$ cat src/rtl/leve_irf_sched.sv
// Issue scheduler and IRF write-port arbiter: pending-write scoreboard, RAW/WAW stall,
// ALU-priority writeback merge. Macro LEVE_IRF_SCHED_STARVE_EN enables LSU starvation throttle.
`ifndef XLEN
`define XLEN 32
`endif

module leve_irf_sched #(
  parameter int NUM_REG    = 32,
  parameter int STARVE_MAX = 4
) (
  input  logic               CLK,
  input  logic               RSTn,
  input  logic               ISSUE_VALID,
  output logic               ISSUE_READY,
  input  logic               ISSUE_RS1_USE,
  input  logic               ISSUE_RS2_USE,
  input  logic [4:0]         ISSUE_RS1,
  input  logic [4:0]         ISSUE_RS2,
  input  logic               ISSUE_RD_USE,
  input  logic [4:0]         ISSUE_RD,
  output logic               RS1_VALID,
  output logic               RS2_VALID,
  input  logic               ALU_WB_VALID,
  input  logic [4:0]         ALU_WB_RD,
  input  logic [`XLEN-1:0]   ALU_WB_DATA,
  input  logic               LSU_WB_VALID,
  output logic               LSU_WB_READY,
  input  logic [4:0]         LSU_WB_RD,
  input  logic [`XLEN-1:0]   LSU_WB_DATA,
  output logic               RD_WE,
  output logic [4:0]         RD,
  output logic [`XLEN-1:0]   WB_DATA,
  output logic [NUM_REG-1:0] PENDING
);

  localparam int CW = $clog2(STARVE_MAX + 1);
  localparam logic [CW-1:0] SMAX = CW'(STARVE_MAX);

  // Handshakes: issue fires on ISSUE_VALID & ISSUE_READY; LSU writeback is
  // accepted on LSU_WB_VALID & LSU_WB_READY; ALU writeback is always taken.
  logic [NUM_REG-1:0] sb;
  logic               hazard;
  logic               throttle;
  logic               fire;
  logic [NUM_REG-1:0] set_vec;
  logic [NUM_REG-1:0] clr_vec;

  assign hazard = (ISSUE_RS1_USE & sb[ISSUE_RS1]) |
                  (ISSUE_RS2_USE & sb[ISSUE_RS2]) |
                  (ISSUE_RD_USE  & sb[ISSUE_RD]);

  assign ISSUE_READY  = ~hazard & ~throttle;
  assign fire         = ISSUE_VALID & ISSUE_READY;
  assign RS1_VALID    = ISSUE_RS1_USE & fire;
  assign RS2_VALID    = ISSUE_RS2_USE & fire;
  assign LSU_WB_READY = ~ALU_WB_VALID;
  assign PENDING      = sb;

  always_comb begin
    set_vec = '0;
    clr_vec = '0;
    if (fire && ISSUE_RD_USE && ISSUE_RD != 5'd0)
      set_vec = NUM_REG'(1) << ISSUE_RD;
    if (RD_WE)
      clr_vec = NUM_REG'(1) << RD;
  end

  // Set is OR-ed after the clear so a same-cycle set wins; bit 0 never latches.
  always_ff @(posedge CLK or negedge RSTn) begin
    if (!RSTn) begin
      sb <= '0;
    end else begin
      sb <= ((sb & ~clr_vec) | set_vec) & ~NUM_REG'(1);
    end
  end

  always_ff @(posedge CLK or negedge RSTn) begin
    if (!RSTn) begin
      RD_WE   <= 1'b0;
      RD      <= 5'd0;
      WB_DATA <= '0;
    end else if (ALU_WB_VALID) begin
      RD_WE   <= 1'b1;
      RD      <= ALU_WB_RD;
      WB_DATA <= ALU_WB_DATA;
    end else if (LSU_WB_VALID) begin
      RD_WE   <= 1'b1;
      RD      <= LSU_WB_RD;
      WB_DATA <= LSU_WB_DATA;
    end else begin
      RD_WE   <= 1'b0;
    end
  end

`ifdef LEVE_IRF_SCHED_STARVE_EN
  logic [CW-1:0] starve_cnt;

  // Counts consecutive cycles the LSU is refused; saturates so throttle holds.
  always_ff @(posedge CLK or negedge RSTn) begin
    if (!RSTn) begin
      starve_cnt <= '0;
    end else if (LSU_WB_VALID && !LSU_WB_READY) begin
      if (starve_cnt != SMAX)
        starve_cnt <= starve_cnt + 1'b1;
    end else begin
      starve_cnt <= '0;
    end
  end

  assign throttle = (starve_cnt == SMAX);
`else
  logic [CW-1:0] unused_starve_max;
  assign unused_starve_max = SMAX;
  assign throttle = 1'b0;
`endif

endmodule
$ cat config.mk
export PLATFORM = sky130hd
export DESIGN_NAME = leve_irf_sched
export DESIGN_NICKNAME = d
export VERILOG_FILES = /design/src/rtl/leve_irf_sched.sv
export SDC_FILE = /design/constraint.sdc
export NUM_CORES = 1
export LEC_CHECK = 0
export BUFFER_PORTS_ARGS = -buffer_cell sky130_fd_sc_hd__buf_4
export CORE_MARGIN = 4
export CORE_UTILIZATION = 48
export DETAILED_ROUTE_END_ITERATION = 10
export PLACE_DENSITY = 0.91
export SLEW_MARGIN = 10
export SYNTH_ARGS = -nofsm -noshare
export SYNTH_HDL_FRONTEND = slang
export SYNTH_SLANG_ARGS = --single-unit
$ cat constraint.sdc
create_clock -name CLK -period 2.6 [get_ports CLK]
set_clock_uncertainty 0.1 [all_clocks]
set_input_delay 0.26 -clock CLK [delete_from_list [all_inputs] [get_ports CLK]]
set_output_delay 0.26 -clock CLK [all_outputs]
set_load 0.02 [all_outputs]
======== Word-level counts from Yosys, hierarchy flattened ========
Cells that the tools add are included.
storage, ports and cells
  input port bits ......................... 97
  logic and storage cells ................. 40
  register bits ........................... 69
cells by class
  reduce and logical (&&, ||, !) cells .... 4
  shifts and indexed selects .............. 2
  bitwise gates (word level) .............. 13
  multiplexer cells ....................... 14
  order comparisons ....................... 3
operators by type and width
  kind                                                         number
  two-way mux 32 bit                                           4
  left shift 1 x 5 -> 32 bit (first input constant)            2
  bitwise AND 32 bit                                           1
  NOT 32 bit                                                   1
  OR 32 bit                                                    1
  less-than comparator 5 x 6 -> 1 bit (second input constant)  3
  binary-select mux 1 bit (select 5 bit)                       3
  two-way mux 5 bit                                            2
  bitwise AND 1 bit                                            6
  two-way mux 1 bit                                            5
  nonzero test 5 bit                                           1
  logical AND 1 bit                                            2
  NOT 1 bit                                                    2
  OR 1 bit                                                     2
  nonzero test 2 bit                                           1

======== Logic depth before layout (Yosys ltp) ========
Gate-level depths: netlist of the first run.
  word-level depth ........................ 11
  depth in mapped cells ................... 9
  mapped depth without buffers ............ 7

======== Worst setup path before layout of the first run ========
Ideal clock, no wire load.
  path type ............................... input-to-output
  start ................................... input port ISSUE_RS2[0]
  end ..................................... output port RS1_VALID
  setup slack ............................. 216 ps
  required time ........................... 2240 ps
  arrival time ............................ 2024 ps
  buffers on the path ..................... 1
  cell stages on the path ................. 8
  cell sequence ........................... clkbuf_1 > mux4_2 > nor2b_1 > nor4_1 > a31oi_1 > nand4_2 > inv_1 > and3_1
on the way
  cells in the longest elaborated chain, start to end .. 8
RTL lines
  what                                     line  RTL
  start: declaration                       18    input logic [4:0] ISSUE_RS2,
  binary-select mux 1 bit (select 5 bit)   49    (ISSUE_RS2_USE & sb[ISSUE_RS2]) |
  two-way mux 1 bit (not written as such)  49
  bitwise AND 1 bit                        49
  OR 1 bit                                 48    assign hazard = (ISSUE_RS1_USE & sb[ISSUE_RS1]) |
  OR 1 bit                                 49
  NOT 1 bit                                52    assign ISSUE_READY = ~hazard & ~throttle;
  via ISSUE_READY                          14    output logic ISSUE_READY,
  bitwise AND 1 bit                        53    assign fire = ISSUE_VALID & ISSUE_READY;
  bitwise AND 1 bit                        54    assign RS1_VALID = ISSUE_RS1_USE & fire;
  end: declaration                         21    output logic RS1_VALID,
The timed path passes the listed nets, and every way through them passes these cells. The select of a mux whose other input is x is not followed.

======== Worst setup path after layout of the first run ========
  start ................................... register sb[25], in the netlist PENDING[25]
  end ..................................... output port RS1_VALID
on the way
  cells in the longest elaborated chain, start to end .. 8
  elaborated cells between the ends (all ways) .. 14
  those cells by class .................... mux: 6; bitwise: 8
RTL lines
  what                                                       line    RTL
  start: declaration                                         41      logic [NUM_REG-1:0] sb;
  start signal: assignment                                   73      sb <= ((sb & ~clr_vec) | set_vec) & ~NUM_REG'(1);
  binary-select mux 1 bit (select 5 bit) (on tied branches)  48, 49
  two-way mux 1 bit (on tied branches)                       48, 49
  bitwise AND 1 bit (on tied branches)                       48, 49
  OR 1 bit                                                   48
  OR 1 bit (*)                                               49
  NOT 1 bit (*)                                              52
  bitwise AND 1 bit (*)                                      53
  bitwise AND 1 bit (*)                                      54
Mark *: on every way between the ends. The rest lies on a longest branch, timed or not. The select of a mux whose other input is x is not followed.

==> flow_metrics.tcl, run 1 <==
set metrics [dict create \
    status "finished with violations" \
    violations "negative setup slack" \
    grt_pass1_wl_um 21220 \
    clockRootBuffer "clkbuf_8" \
    setup_ws_ns -0.07300 \
    regArea_um2 1733 \
    final_area_um2 5675 \
    period_needed_ns 2.673 \
    yosysWarnings 0 \
    globalRouteTotalUtil_pct 27.15 \
    synth-main-ff-cell "dfrtp_1" \
    antenna_cells 0 \
    syn_nets 495 \
    die_w_um 99.59 \
    worstSkewPairLatency_ns 0.35 \
    crit_required_ns 2.24 \
    synthesis.area_um2 4026 \
    num_vias 4057 \
    synth_edf_count 0 \
    ant_nets 0 \
    fp.dieArea_um2 9917 \
    ir_drop_uv 460.4 \
    grt_use_met3_pct 9.116 \
    p_leak_uw 0.002655 \
    worstPathMaxFanout 4 \
    clk_pin_slew_ns 0.07 \
    grt_pass1_vias 4231 \
    critPathLaunchType "register" \
    rsz0062_at_grt "yes" \
    async_reset_ff_share_pct 100.0 \
    fillers 582 \
    ys_ff_latch 69 \
    grtUsageMet2_pct 46.28 \
    die_h_um 99.59 \
    areaGrowthSynthToFinish_pct 40.96 \
    drive_gt1_share_pct 41.26 \
    drc 0 \
    cts_tree "built" \
    finalHoldViolCount 0 \
    ctsHtreeMaxLevel 3 \
    dr.pass1.iters 5 \
    final_util_pct 69.42 \
    final_cell_mix "buf_4, o21ai_0, dfrtp_1, nand2_1, mux2i_1" \
    cts_buffer_depth 2 \
    avgViaCountPerCell 5.993 \
    core_area_um2 8175 \
    cellPowerDensity_nw_per_um2 789.7 \
    relSlewSlack_pct 42.65 \
    wirelength_um 13450 \
    grt_max_degree 77 \
    multi_input_area_um2 2168 \
    numCtsBuffers 9 \
    yosys.cell_types.count 39 \
    setup_tns_ns -0.1424 \
    crit_arrival_ns 2.31 \
    path_class "register to output pin" \
    boundaryPins 171 \
    synth.avg_cell_area_um2 10.12 \
    synth-seq-area-share_pct 42.88 \
    hold_class "input port to register" \
    postSynthCellCount 398 \
    drv_cap 0 \
    routabilityCongestion 0.9278 \
    portBuffers 169 \
    num_rows 33 \
    place_area_um2 5296 \
    wire_per_inst_um 19.86 \
    place_hpwl_um 9981 \
    drv_slew 0 \
    initial_utilization_pct 49.25 \
    overflow 0 \
    clock_sink_count 69 \
    finalNetCount 664 \
    antenna_found_initial 0 \
    met1_usage_pct 30.54 \
    setup_viol 2 \
    final_common_cell "buf_4" \
    post-route-period-util_pct 102.8 \
    pre_cts_ws_ns 0.07220 \
    end_kind "output pin" \
    tightest_slew_ns 0.8603 \
    fmaxAchievable_mhz 374.1 \
    gr-max-usage-layer "met2" \
    first_iter_violations 299 \
]
## sequential cells by signal, summed over array words and instances (netlist names)
| name | count |
|---|---|
| RD_WE | 1 |
| WB_DATA | 32 |
| PENDING | 31 |
| RD | 5 |
## where the power goes
part	switching (uW)	internal (uW)
clock network	413	534
logic	944	946
registers	319	1330
## per-stage QoR
stage / instances / hold slack [ns] / total power, uW
finish: 677 / 0.01852 / 4482
detailed placement: 644 / 0.3208 / 3351
floorplan: 398 / -0.1356 / 2554
global placement: 644 / 0.3131 / 3284
CTS: 672 / 0.01203 / 4400
global route: 677 / 0.02819 / 4690
## synth_stat cells, types with 2 or more instances
| cell type | count | share of area (%) |
|---|---|---|
| a21oi_1 | 2 | 0.25 |
| a31oi_1 | 4 | 0.62 |
| mux4_2 | 16 | 8.9 |
| buf_6 | 2 | 0.56 |
| mux2i_1 | 53 | 13 |
| buf_2 | 8 | 0.99 |
| o21ai_0 | 69 | 8.6 |
| dfrtp_1 | 69 | 43 |
| nor2b_1 | 9 | 1.4 |
| nor2_1 | 8 | 0.75 |
| clkbuf_1 | 15 | 1.4 |
| or4b_1 | 2 | 0.50 |
| o41ai_2 | 4 | 1.6 |
| nand3_1 | 13 | 1.6 |
| nand3b_1 | 3 | 0.56 |
| nand2_1 | 60 | 5.6 |
| or2_2 | 2 | 0.31 |
| a311oi_1 | 2 | 0.44 |
| nand2b_1 | 5 | 0.78 |
| and3_1 | 2 | 0.31 |
| o211ai_1 | 2 | 0.37 |
| inv_1 | 4 | 0.37 |
| o31ai_1 | 26 | 4.8 |
| buf_1 | 3 | 0.28 |
## metal layers
layer	vias up	wire length (um)
met2	285	6613
met3	49	1690
li1	1811	-
met1	1912	4652
met4	0	490
met5	-	0
## path summary, 6_finish.rpt
kind	startpoint	end	slack, ns	depth (start not counted)
hold reg to reg	WB_DATA[9]$_DFFE_PN0P_	WB_DATA[9]$_DFFE_PN0P_	0.47	2
min in group asynchronous	RSTn	WB_DATA[10]$_DFFE_PN0P_	0.47	2
hold / removal	ALU_WB_RD[0]	RD[0]$_DFFE_PN0P_	0.02	3
setup reg to reg	PENDING[25]$_DFF_PN0_	PENDING[18]$_DFF_PN0_	0.17	8
max in group asynchronous	RSTn	PENDING[18]$_DFF_PN0_	1.32	2
setup / recovery	PENDING[25]$_DFF_PN0_	RS1_VALID	-0.07	9
## layout make-up
class | count | area share [%]
inverters | 4 | 0.2646
clock inverters | 7 | 1.587
clock buffers | 9 | 2.183
repair buffers | 187 | 24.91
multi-input cells | 296 | 38.21
flip-flops and latches | 69 | 30.53
well taps | 105 | 2.315
## critical path: stages (launching register included)
cell and delay, ns:
dfrtp_1 0.44, buf_4 0.16, mux4_2 0.43, nand2b_1 0.15
nand3_1 0.08, and4_1 0.20, nand4_2 0.14, inv_2 0.09
and3_1 0.15, buf_4 0.13
## cells by family (layout without fill, tap and decap cells)
logic type / count (synthesis) / after routing / share of synthesized area (%)
DFF: 69 / 69 / 42.88
other: 1 / 1 / 0.09314
buffers and inverters: 33 / 207 / 3.791
muxes: 70 / 70 / 22.41
and+or+nand+nor: 112 / 112 / 13.27
AOI/OAI and AO/OA: 113 / 113 / 17.56
## repair_timing
item                                   4_1_cts  5_1_grt
hold buffers                                 1        0
buffers inserted                            11        6
endpoints found under the hold margin       69        0
resized for setup                            6        6
setup endpoints to repair                    2        7
pin swaps                                    2        3
(Power assumes the default switching activity.)
==> inputs of run 2 (changes only) <==
ABC_AREA = 1   (was not set)
CORE_UTILIZATION = 50   (was 48)
PLACE_DENSITY = 0.92   (was 0.91)
==> run 2 against run 1 <==
Against the previous run:
- the flow now finishes without violations
- routed wire length rose by 17%
- sequential power rose by 2%
- setup slack better by 0.34 ns
- synthesized area grew 14%
- first-iteration DRC count up 46%
- power down 4.3%
==> flow_metrics.tcl, run 2 <==
set metrics [dict create \
    antenna_found_initial 0 \
    portBuffers 169 \
    synthMuxAreaShare_pct 0 \
    synth-seq-area-share_pct 37.61 \
    drv_cap 0 \
    crit_required_ns 2.24 \
    p_sw_uw 1820 \
    p_clk_share_pct 20.3 \
    ant_nets 0 \
    synth_edf_count 0 \
    yosys.cell_types.count 29 \
    worstPathMaxFanout 5 \
    synth_top_area_cell "dfrtp_1" \
    clockRootBuffer "clkbuf_8" \
    path_buf_inv 1 \
    max_stage_delay_ns 0.45 \
    finalHoldViolCount 0 \
    postSynthCellCount 677 \
    hold_class "input port to register" \
    post_cts_buffers 0 \
    drc 0 \
    largest_register_ffs 32 \
    synth_adder_area_share_pct 0 \
    boundaryPins 171 \
    synth-main-ff-cell "dfrtp_1" \
    swShare_pct 42.45 \
    critPathTopFamily "simple AND/OR/NAND/NOR gates" \
    final_common_cell "nand2_1" \
    overflow 0 \
    fmaxAchievable_mhz 428.4 \
    globalRouteTotalUtil_pct 28.92 \
    num_rows 34 \
    place_hpwl_um 11880 \
    num_vias 5365 \
    worstPathCellList "a21oi_1, o21ai_1, nand3_1, nand2_1, nand2_1, nand2_1, nor2_2, nor2_2, nor2_4, nand2_1, nor2_1, buf_4" \
    setup_tns_ns 0 \
    pwr-share-comb_pct 40.5 \
    tightest_slew_ns 1.098 \
    rsz0062_at_grt "no" \
    status "finished clean" \
    first_iter_violations 436 \
    synth_top_area_share_pct 37.61 \
    final_cell_mix "nand2_1, buf_4, nand3_1, inv_1, dfrtp_1" \
    ir_drop_uv 442.4 \
    antenna_cells 0 \
    numCtsBuffers 9 \
    synthesis.area_um2 4591 \
    end_kind "output pin" \
    critPathLaunchType "register" \
    wire_per_inst_um 16.90 \
    wirelength_um 15670 \
    worstSkewPairLatency_ns 0.35 \
    cts_tree "built" \
    relSlewSlack_pct 26.71 \
    yosysWarnings 0 \
    setup_viol 0 \
    ys_ff_latch 69 \
    cts_buffer_depth 2 \
    ctsHtreeMaxLevel 3 \
    drv_slew 0 \
    pwr-share-seq_pct 39.2 \
    largest_register "WB_DATA" \
    finalNetCount 911 \
    place_area_um2 5769 \
    yosysMostFrequentCell "nand2_1" \
    cts_resized 0 \
    cp_slowest_cell "dfrtp_1" \
    clk_pin_slew_ns 0.08 \
    internal-power_uw 2468 \
    die_w_um 103.8 \
    initial_utilization_pct 51.88 \
    fp.dieArea_um2 10780 \
    avgViaCountPerCell 5.787 \
    period_needed_ns 2.334 \
    synth.top_cells.by_count "nand2_1, nand3_1, inv_1" \
    p_leak_uw 0.003039 \
    crit_arrival_ns 1.97 \
    routabilityCongestion 0.9581 \
    dr.pass1.iters 5 \
    synth_compound_area_share_pct 12.95 \
    async_reset_ff_share_pct 100.0 \
    synth-simple-area-share_pct 36.49 \
    crit_path_frequent_cell "nand2_1" \
    grt_max_degree 70 \
    core_area_um2 8848 \
    final_area_um2 5971 \
    grt_pass1_vias 5265 \
    clock_sink_count 69 \
    synth.avg_cell_area_um2 6.781 \
    grt_pass1_wl_um 25840 \
    setup_ws_ns 0.2657 \
    synth_xor_area_share_pct 0 \
    drive_gt1_share_pct 24.54 \
    cellPowerDensity_nw_per_um2 718.3 \
    syn_nets 774 \
    areaGrowthSynthToFinish_pct 30.06 \
    synthTopCellsByArea "dfrtp_1, nand2_1, nand3_1" \
    synth_top_family_by_area "simple AND/OR/NAND/NOR gates" \
    pre_cts_ws_ns 0.4802 \
    path_class "register to output pin" \
    die_h_um 103.8 \
    post-route-period-util_pct 89.78 \
]
run 2: changes by cell type after synthesis, moves of 34 or more:
| cell | delta |
|---|---|
| mux2i_1 | -53 |
| nand3_1 | +97 |
| nand2_1 | +120 |
| nand4_1 | +34 |
| o211ai_1 | +35 |
| inv_1 | +75 |
run 2: path summary, 6_finish.rpt:
path                                       start                 endpoint  slack [ns]  depth (start not counted)
min in group asynchronous                   RSTn  WB_DATA[20]$_DFFE_PN0P_        0.49                          2
setup / recovery           PENDING[25]$_DFF_PN0_                RS1_VALID        0.27                         12
max in group asynchronous                   RSTn     PENDING[1]$_DFF_PN0_        1.34                          2
setup reg to reg           PENDING[25]$_DFF_PN0_    PENDING[22]$_DFF_PN0_        0.74                         12
hold / removal                    ALU_WB_DATA[2]   WB_DATA[2]$_DFFE_PN0P_        0.04                          3
hold reg to reg            PENDING[24]$_DFF_PN0_    PENDING[24]$_DFF_PN0_        0.46                          2
run 2: cell type report:
type / instances / area [um2]
repair buffers: 174 / 1321
fillers: 733 / 2878
inverters: 86 / 322.8
flip-flops and latches: 69 / 1727
multi-input cells: 474 / 2273
clock buffers: 10 / 127.6
well taps: 108 / 135.1
clock inverters: 6 / 63.81
run 2: repair_timing:
action / in CTS / in global routing
hold endpoints to repair: 69 / 0
hold buffers: 1 / 0
endpoints found under the setup margin: 0 / 0
run 2: per-stage QoR:
stage / util, % / power [uW] / cells / hold WS [ns]
after global placement: 65.20 / 3380 / 910 / 0.3136
after floorplan: - / 2589 / 677 / -0.1356
after global routing: 67.48 / 4554 / 927 / 0.04758
after CTS: 67.48 / 4287 / 927 / 0.03457
final: 67.48 / 4289 / 927 / 0.04265
after detailed placement: 65.20 / 3423 / 910 / 0.3292
run 2: logic make-up (layout without fill, tap and decap cells):
| kind of cell | count (synthesis) | in the layout |
|---|---|---|
| simple gates | 377 | 377 |
| buf+inv | 134 | 276 |
| other cells | 1 | 1 |
| compound gates | 96 | 96 |
| flops | 69 | 69 |
run 2: power groups by stage:
stage          clock network, uW  registers, uW  logic [uW]
2_1_floorplan                  0           1860         725
3_3_place_gp                   0           1680        1700
3_5_place_dp                   0           1690        1740
4_1_cts                      876           1670        1740
5_1_grt                      920           1720        1920
6_report                     869           1680        1740
run 2: layer usage:
| metal | share of wire [%] | up-vias | global-route usage, % |
|---|---|---|---|
| met1 | 38 | 2470 | 35.57 |
| met3 | 11 | 42 | 8.209 |
| li1 | - | 2520 | - |
| met5 | 0 | - | 0 |
| met4 | 3.6 | 0 | 12.06 |
| met2 | 48 | 333 | 47.73 |
run 2: worst register-to-register path, cell delays in order (launching register included):
cell     delay, ns
dfrtp_1       0.45
a21oi_1       0.16
o21ai_1       0.07
nand3_1       0.09
nand2_1       0.09
nand2_1       0.08
nand2_1       0.06
nor2_2        0.09
nor2_2        0.05
nor2_4        0.13
buf_12        0.18
nand4_1       0.14
nand2_1       0.11
==> inputs of run 3 (changes only) <==
CORE_ASPECT_RATIO = 1.5   (was not set)
CORE_UTILIZATION = 45   (was 50)
PLACE_DENSITY = 0.88   (was 0.92)
clock period = 1.9 ns   (was 2.6 ns; I/O delays follow)
==> run 3 against run 2 <==
Against the previous run:
- register-to-register slack worse by 0.78 ns
- clock-buffer cell count up 5
- the flow now finishes with violations (negative hold slack, negative setup slack)
- final cell count up 8.5%
- global-route usage up 1.8 points
- via count up 9.1%
- worst hold slack worse by 0.046 ns
- critical endpoint is now RS2_VALID
- critical path depth down 1
==> flow_metrics.tcl, run 3 (synthesis gave the netlist of run 2 again) <==
set metrics [dict create \
    status "finished with violations" \
    pwr-share-seq_pct 34.1 \
    internal-power_uw 4125 \
    setup_ws_ns -0.2755 \
    num_vias 5854 \
    p_sw_uw 2758 \
    place_area_um2 5991 \
    rsz0062_at_grt "yes" \
    dr.pass1.iters 6 \
    die_h_um 131.7 \
    dp_cells 942 \
    ctsHtreeMaxLevel 3 \
    wire_per_inst_um 18.54 \
    routabilityCongestion 1.045 \
    clock_sink_count 69 \
    antenna_cells 0 \
    end_kind "output pin" \
    cellPowerDensity_nw_per_um2 1014 \
    wirelength_um 18650 \
    violations "negative hold slack, negative setup slack" \
    multi_input_area_um2 2327 \
    final_area_um2 6787 \
    overflow 0 \
    tightest_slew_ns 0.7318 \
    largest_register_ffs 32 \
    cts_tree "built" \
    holdWs_ns -0.003676 \
    final_cell_mix "buf_4, nand2_1, nand3_1, inv_1, dfrtp_1" \
    antenna_found_initial 0 \
    grt_max_degree 39 \
    max_stage_delay_ns 0.42 \
    initial_utilization_pct 46.85 \
    worstPathCellList "buf_4, o21ai_2, nand3_1, nand2_1, nor2_2, nor2_2, nor2_2, nor2_4, nand2_2, nor2_2, buf_6" \
    cts_buffer_depth 2 \
    numCtsBuffers 9 \
    drive_gt1_share_pct 31.43 \
    num_rows 44 \
    clockRootBuffer "clkbuf_16" \
    clk_pin_slew_ns 0.05 \
    final_util_pct 69.25 \
    final_common_cell "buf_4" \
    crit_arrival_ns 1.89 \
    grt_pass1_vias 5863 \
    first_iter_violations 667 \
    p_clk_share_pct 22.5 \
    pwr-share-comb_pct 43.5 \
    ir_drop_uv 520.1 \
    grt_pass1_wl_um 29640 \
    drv_cap 0 \
    drc 0 \
    largest_register "WB_DATA" \
    drv_slew 0 \
    worstSkewPairLatency_ns 0.33 \
    globalRouteTotalUtil_pct 30.73 \
    core_area_um2 9799 \
    fp.dieArea_um2 11910 \
    stdcell_count 1006 \
    worstPathMaxFanout 3 \
    period_needed_ns 2.176 \
    avgViaCountPerCell 5.819 \
    critPathTopFamily "simple AND/OR/NAND/NOR gates" \
    fillers 774 \
    crit_required_ns 1.61 \
    setup_viol 32 \
    boundaryPins 171 \
    critPathLaunchType "register" \
    place_hpwl_um 12660 \
    crit_path_frequent_cell "nor2_2" \
    fmaxAchievable_mhz 459.7 \
    post-route-period-util_pct 114.5 \
    swShare_pct 40.07 \
    cp_slowest_cell "dfrtp_1" \
    hold_class "input port to register" \
    relSlewSlack_pct 51.22 \
    p_total_uw 6883 \
    die_w_um 90.47 \
    portBuffers 169 \
    areaGrowthSynthToFinish_pct 47.83 \
    ant_nets 0 \
    p_leak_uw 0.003406 \
    regArea_um2 1749 \
    path_buf_inv 2 \
    finalNetCount 983 \
    finalHoldViolCount 1 \
    path_class "register to output pin" \
]
run 3: cell count changes in the layout (fill, tap and decap cells not counted), sizes merged:
cell	previous run	this run
clkinvlp	2	0
clkinv	5	3
bufinv	1	0
clkbuf	10	15
buf	173	214
dlygate4sd3	1	32
run 3: stage by stage:
stage | setup TNS [ns] | worst slack (ns)
2_1_floorplan | 0 | 0.03964
3_3_place_gp | 0 | 0.04313
3_5_place_dp | 0 | 0.03957
4_1_cts | -0.6233 | -0.2143
5_1_grt | -6.559 | -0.4291
6_report | -1.277 | -0.2755
run 3: routing by layer:
metal  vias up  routed length (um)  track usage [%]
met5         -                   0                0
li1       2670                   -                -
met2       409                9153            51.63
met1      2686                6302            33.36
met4         0                1258            20.78
met3        89                1935            8.524
run 3: layout make-up:
class	instances	area share, %
multi-input cells	474	34.29
repair buffers	246	29.04
inverters	86	4.757
clock inverters	1	0.07375
flip-flops and latches	69	25.77
well taps	115	2.120
clock buffers	15	3.945
run 3: timing repair:
action | CTS | global route
endpoints found under the setup margin | 3 | 34
setup buffers | 11 | 7
pin swaps | 17 | 6
hold buffers | 32 | 0
cloned | 0 | 0
gates resized for setup | 29 | 20
hold endpoints to repair | 55 | 0
run 3: worst paths after layout:
| kind | from | cells after the start | slack (ns) | end |
|---|---|---|---|---|
| hold reg to reg | WB_DATA[25]$_DFFE_PN0P_ | 2 | 0.47 | WB_DATA[25]$_DFFE_PN0P_ |
| hold / removal | ALU_WB_DATA[8] | 3 | -0.004 | WB_DATA[8]$_DFFE_PN0P_ |
| min in group asynchronous | RSTn | 2 | 0.26 | WB_DATA[17]$_DFFE_PN0P_ |
| setup / recovery | PENDING[16]$_DFF_PN0_ | 11 | -0.28 | RS2_VALID |
| setup reg to reg | PENDING[16]$_DFF_PN0_ | 11 | -0.04 | PENDING[31]$_DFF_PN0_ |
| max in group asynchronous | RSTn | 3 | 0.90 | PENDING[15]$_DFF_PN0_ |
run 3: power groups by stage:
stage,Clock (uW),Sequential (uW),Combinational (uW)
after detailed placement,0,2310,2630
after global routing,1610,2370,3240
after floorplan,0,2550,993
after CTS,1570,2310,2860
final,1550,2340,2990
after global placement,0,2290,2600
run 3: worst register-to-register path: stages, from the launching register on:
cell and delay, ns:
dfrtp_1 0.42, buf_4 0.17, o21ai_2 0.13, nand3_1 0.09
nand2_1 0.09, nor2_2 0.05, nor2_2 0.08, nor2_2 0.06
nor2_4 0.12, buf_4 0.33, nand4_1 0.15, nand2_1 0.09
